===== src/rtl/elastic_pipe_reg_pkg.sv =====
// Shared CPU stage types carried through elastic_pipe_reg as opaque payloads.
// The halt flag sits in the MSB of each stage struct so HALT_BIT = $bits(<stage>_t)-1.
package elastic_pipe_reg_pkg;

    typedef logic [31:0] word_t;

    typedef enum logic [3:0] {
        ALU_ADD = 4'd0,
        ALU_SUB = 4'd1,
        ALU_AND = 4'd2,
        ALU_OR  = 4'd3,
        ALU_XOR = 4'd4,
        ALU_SLL = 4'd5,
        ALU_SRL = 4'd6,
        ALU_SLT = 4'd7
    } aluop_t;

    typedef struct packed {
        logic       halt;
        aluop_t     aluOp;
        word_t      aluResult;
        word_t      storeData;
        logic [4:0] rd;
        logic       memRead;
        logic       memWrite;
        logic       regWrite;
    } ex_mem_t;

    typedef struct packed {
        logic       halt;
        word_t      wbData;
        logic [4:0] rd;
        logic       regWrite;
    } mem_wb_t;

    localparam int unsigned WORD_W = $bits(word_t);

endpackage


===== src/rtl/elastic_pipe_reg.sv =====
// N-deep elastic inter-stage register with valid/ready handshake, flush and
// sticky halt capture; storage is a circular buffer with explicit pointer wrap.
module elastic_pipe_reg
    import elastic_pipe_reg_pkg::*;
#(
    parameter int unsigned DW       = WORD_W,
    parameter int unsigned DEPTH    = 2,
    parameter int unsigned HALT_BIT = 0,
    localparam int unsigned CW      = $clog2(DEPTH + 1)
) (
    input  logic          CLK,
    input  logic          nRST,
    input  logic          flush,
    input  logic          in_valid,
    output logic          in_ready,
    input  logic [DW-1:0] in_data,
    output logic          out_valid,
    input  logic          out_ready,
    output logic [DW-1:0] out_data,
    output logic [CW-1:0] occupancy,
    output logic          halted
);

    localparam int unsigned PW = (DEPTH > 1) ? $clog2(DEPTH) : 1;

    logic [DW-1:0] mem_r [DEPTH];
    logic [PW-1:0] rdPtr_r;
    logic [PW-1:0] wrPtr_r;
    logic [CW-1:0] count_r;
    logic          halted_r;

    logic          notEmpty_s;
    logic          pop_s;
    logic          push_s;
    logic          inReady_s;

    // DEPTH need not be a power of two, so wrap is an explicit compare
    function automatic logic [PW-1:0] ptrInc(input logic [PW-1:0] ptr);
        logic [PW-1:0] nxt;
        if (ptr == PW'(DEPTH - 1)) begin
            nxt = {PW{1'b0}};
        end else begin
            nxt = ptr + PW'(1);
        end
        return nxt;
    endfunction

    // Output view of the oldest entry and the pop handshake
    always_comb begin
        notEmpty_s = (count_r != {CW{1'b0}});
        out_valid  = notEmpty_s & ~halted_r;
        pop_s      = out_valid & out_ready;
        if (notEmpty_s) begin
            out_data = mem_r[rdPtr_r];
        end else begin
            out_data = {DW{1'b0}};
        end
    end

    generate
        if (DEPTH == 1) begin : gReadySingle
            // A single slot can only stream back-to-back by looking at out_ready
            always_comb begin
                inReady_s = (~notEmpty_s | pop_s) & ~halted_r;
            end
        end else begin : gReadyMulti
            // Deeper buffers keep in_ready free of any path from out_ready
            always_comb begin
                inReady_s = (count_r < CW'(DEPTH)) & ~halted_r;
            end
        end
    endgenerate

    assign push_s    = in_valid & inReady_s & ~flush;
    assign in_ready  = inReady_s;
    assign occupancy = count_r;
    assign halted    = halted_r;

    // Storage, pointers, occupancy and halt capture; halted freezes everything
    always_ff @(posedge CLK or negedge nRST) begin
        if (!nRST) begin
            for (int i = 0; i < int'(DEPTH); i++) begin
                mem_r[i] <= {DW{1'b0}};
            end
            rdPtr_r  <= {PW{1'b0}};
            wrPtr_r  <= {PW{1'b0}};
            count_r  <= {CW{1'b0}};
            halted_r <= 1'b0;
        end else if (!halted_r) begin
            // a pop coinciding with flush is still consumed, so halt capture comes first
            if (pop_s && out_data[HALT_BIT]) begin
                halted_r <= 1'b1;
            end
            if (flush) begin
                rdPtr_r <= {PW{1'b0}};
                wrPtr_r <= {PW{1'b0}};
                count_r <= {CW{1'b0}};
            end else begin
                if (push_s) begin
                    mem_r[wrPtr_r] <= in_data;
                    wrPtr_r        <= ptrInc(wrPtr_r);
                end
                if (pop_s) begin
                    rdPtr_r <= ptrInc(rdPtr_r);
                end
                case ({push_s, pop_s})
                    2'b10:   count_r <= count_r + CW'(1);
                    2'b01:   count_r <= count_r - CW'(1);
                    default: count_r <= count_r;
                endcase
            end
        end
    end

endmodule


===== config.mk =====
export PLATFORM = sky130hd
export DESIGN_NAME = elastic_pipe_reg
export DESIGN_NICKNAME = d
export VERILOG_FILES = /design/src/rtl/elastic_pipe_reg_pkg.sv /design/src/rtl/elastic_pipe_reg.sv
export SDC_FILE = /design/constraint.sdc
export NUM_CORES = 1
export LEC_CHECK = 0
export BUFFER_PORTS_ARGS = -buffer_cell sky130_fd_sc_hd__buf_2
export CORE_ASPECT_RATIO = 1.75
export CORE_MARGIN = 2
export CORE_UTILIZATION = 58
export DETAILED_ROUTE_END_ITERATION = 12
export PLACE_DENSITY = 0.95
export REMOVE_ABC_BUFFERS = 1
export SYNTH_ARGS = -nofsm -noshare
export SYNTH_HDL_FRONTEND = slang
export SYNTH_SLANG_ARGS = --single-unit

===== constraint.sdc =====
create_clock -name CLK -period 3 [get_ports CLK]
set_input_delay 0.6 -clock CLK [delete_from_list [all_inputs] [get_ports CLK]]
set_output_delay 0.6 -clock CLK [all_outputs]
set_load 0.02 [all_outputs]

==> results.md <==
- Status: complete, no violations
- CP Capture Type: output pin
- Pre-antenna DRT Iters: 4
- Crit-path slowest cell: dfrtp_2
- Post-CTS Setup Bufs: 0
- First-pass GRT wire length: between 10000 and 15000 um
- Leak pwr: around 2.0 nW
- CTS Sinks: 69
- Post-Syn Area: ~3300 um^2
- Syn-to-layout area delta: 17.9%
- DR iter-0 viols: about 70
- CTS Root Cell: clkbuf_8
- Critical path cell sequence: mux2i_1 > nor2_1 > buf_2
- Post-Layout Cell Count: between 300 and 400
- DRC viols: 0
- Worst hold slack: around 0.26 ns
- Internal reg-to-reg setup slack: 0.85 ns
- Fin Setup TNS: 0 ns
- Commonest cells after routing, fill and taps aside: buf_2, dfrtp_1, nor2_1, mux2_2, mux2i_1
- Pin count of the biggest net entering global routing: between 40 and 50
- Maximum clock path buffer count: 2
- Critical path arrival: between 1.5 and 2 ns
- Reg-to-reg endpoint: mem_r[41]
- Die X: 60.9 um
- Overall Power: 1.85 mW
- Htree depth: 3
- Startpoint types: flip-flop
- Layout cells sized above 1: between 50% and 60%
- Critical path class: reg -> out
- FF-to-FF Start: halted
- FMAX: roughly 0.39 GHz
- Endpoints failing setup: 0
- Total GRT Usage: about a quarter
- Vias per cell: around 5.4
- Initial Util: between 50% and 60%
- Synth cell types: 24
- CP Max Fanout: 35
- Worst Skew: 0.00602 ns
- CTS Hold Bufs: 0
- Initial antenna violation count: 0
- Average wire per standard cell: about 17 um
- Post-Syn Instances: roughly 240
- Slew @ Worst Pin: 1.01 ns
- RePlAce Congestion: 0.744
- Worst reg2reg path depth: 4
- Hold Fails Final Rpt: 0
- Post-DRT Antenna Nets: 0
- Vias in the first global route: approximately 2200
- Max-slew violation total from the final report: 0
- Number of port buffers: 73
- Layout Nets: between 300 and 400
- Diode count: 0
- Seq cells post-synth: about 70
- TritonCTS clock tree: yes
- CP Buf/Inv Count: 1
- Most common cell after layout, fill and taps aside: buf_2
- Worst-skew pair later-pin latency: approximately 0.34 ns
- Finished Core Util: between 60 and 70%
- Sequential-to-total area share from yosys stat: 52.6%
- Hold crit path type: in -> async
- Ys Warns: 0
- Overall die height: around 100 um
- Final wirelength: approximately 6500 um
- Kind of cell adding the most delay to the critical path: flip-flops
- Final period utilization: a little under nine tenths
- Post-CTS resize count: 0
- Max-slew headroom: 32.4%
- Rows: 36
- Clock transition at the registers of the reported paths: 0.07 ns
- Mean Syn Cell Area: approximately 14 um^2
- PD cells: approximately 480 nW/um^2
- Placed Instances: 375
- Core ar.: approximately 5500 um^2
- Max-cap violations: 0
- Total CTS buffers: 9
- Vias: around 2100
- Crit path time final: approximately 2.6 ns
- Ports: 74
- RSZ-0062 raised after global routing: no
- Worst path required time: 2.40 ns
- Die area: ~6300 um^2
- Maximum VDD drop: between 0.0003 and 0.0004 V
- CP max stage delay: 1.04 ns
- Detailed placement HPWL: about 4500 um
- Grt ovf: 0
==> stage by stage <==
| step | instance area, um^2 | setup WS, ns |
|---|---|---|
| 2_1_floorplan | 3170 | 0.373 |
| 3_3_place_gp | 3670 | 0.687 |
| 3_5_place_dp | 3670 | 0.655 |
| 4_1_cts | 3870 | 0.405 |
| 5_1_grt | 3870 | 0.344 |
| 6_report | 3870 | 0.431 |
==> layout make-up <==
class | instances | area, um^2
Clock buffer | 11 | 151
Inverter | 1 | 3.75
Tap cell | 76 | 95.1
Timing Repair Buffer | 77 | 408
Fill cell | 409 | 1670
Sequential cell | 69 | 1730
Multi-Input combinational cell | 152 | 1440
Clock inverter | 4 | 47.5
==> synth_stat cells <==
library cell	instances	share of area (%)
dfrtp_1	69	53
nor2_1	36	4.1
mux2_2	35	12
mux2i_1	32	9.8
mux2_4	29	13
buf_2	6	0.91
o21ai_0	5	0.76
clkbuf_1	4	0.46
buf_12	3	1.8
nor2b_1	3	0.57
a21o_1	1	0.23
a221o_1	1	0.30
a22oi_1	1	0.23
a32oi_1	1	0.27
buf_6	1	0.34
inv_1	1	0.11
nand2_1	1	0.11
nand2b_1	1	0.19
nand4b_1	1	0.27
nor2_8	1	0.61
nor3b_1	1	0.23
nor4_1	1	0.19
o221ai_1	1	0.27
or4b_4	1	0.42
==> sequential cells by signal, indices dropped and copies added, names as in the netlist <==
name       cells
mem_r         64
occupancy      2
halted         1
rdPtr_r        1
wrPtr_r        1
==> routing by layer <==
layer  global-route usage (%)  vias up  wire length, um
met5                        0        -                0
li1                         -      977                -
met4                     12.9        0              231
met2                     38.0       55             3600
met1                     27.2     1047             2490
met3                     5.24       20              227
==> worst reg2reg max path, stage by stage, from the launching register on <==
cell     delay (ns)
dfrtp_1        0.48
or4b_4         0.62
nor2_8         0.37
buf_12         0.25
mux2_4         0.32
==> cells by family (layout without fill, tap and decap cells) <==
| family | count (synthesis) | in the layout | synth area share, % |
|---|---|---|---|
| simple gates | 46 | 46 | 6.71 |
| flops | 69 | 69 | 52.6 |
| buf+inv | 15 | 93 | 3.66 |
| mux | 96 | 96 | 35.0 |
| compound gates | 10 | 10 | 2.06 |
==> worst max-delay path by stage <==
stage,from,depth (start not counted),endpoint,slack (ns)
6_report,rdPtr_r,3,out_data[13],0.43
2_1_floorplan,halted,3,mem_r[0],0.37
5_1_grt,rdPtr_r,3,out_data[4],0.34
3_3_place_gp,flush,5,mem_r[49],0.69
4_1_cts,rdPtr_r,3,out_data[25],0.40
3_5_place_dp,flush,5,mem_r[45],0.66
==> where the power goes <==
group / total (mW) / internal [mW] / switching [mW] / leakage (nW)
registers: 0.959 / 0.947 / 0.0116 / 0.929
logic: 0.135 / 0.0588 / 0.0763 / 0.964
clock network: 0.756 / 0.422 / 0.334 / 0.101
(Power assumes the default switching activity.)
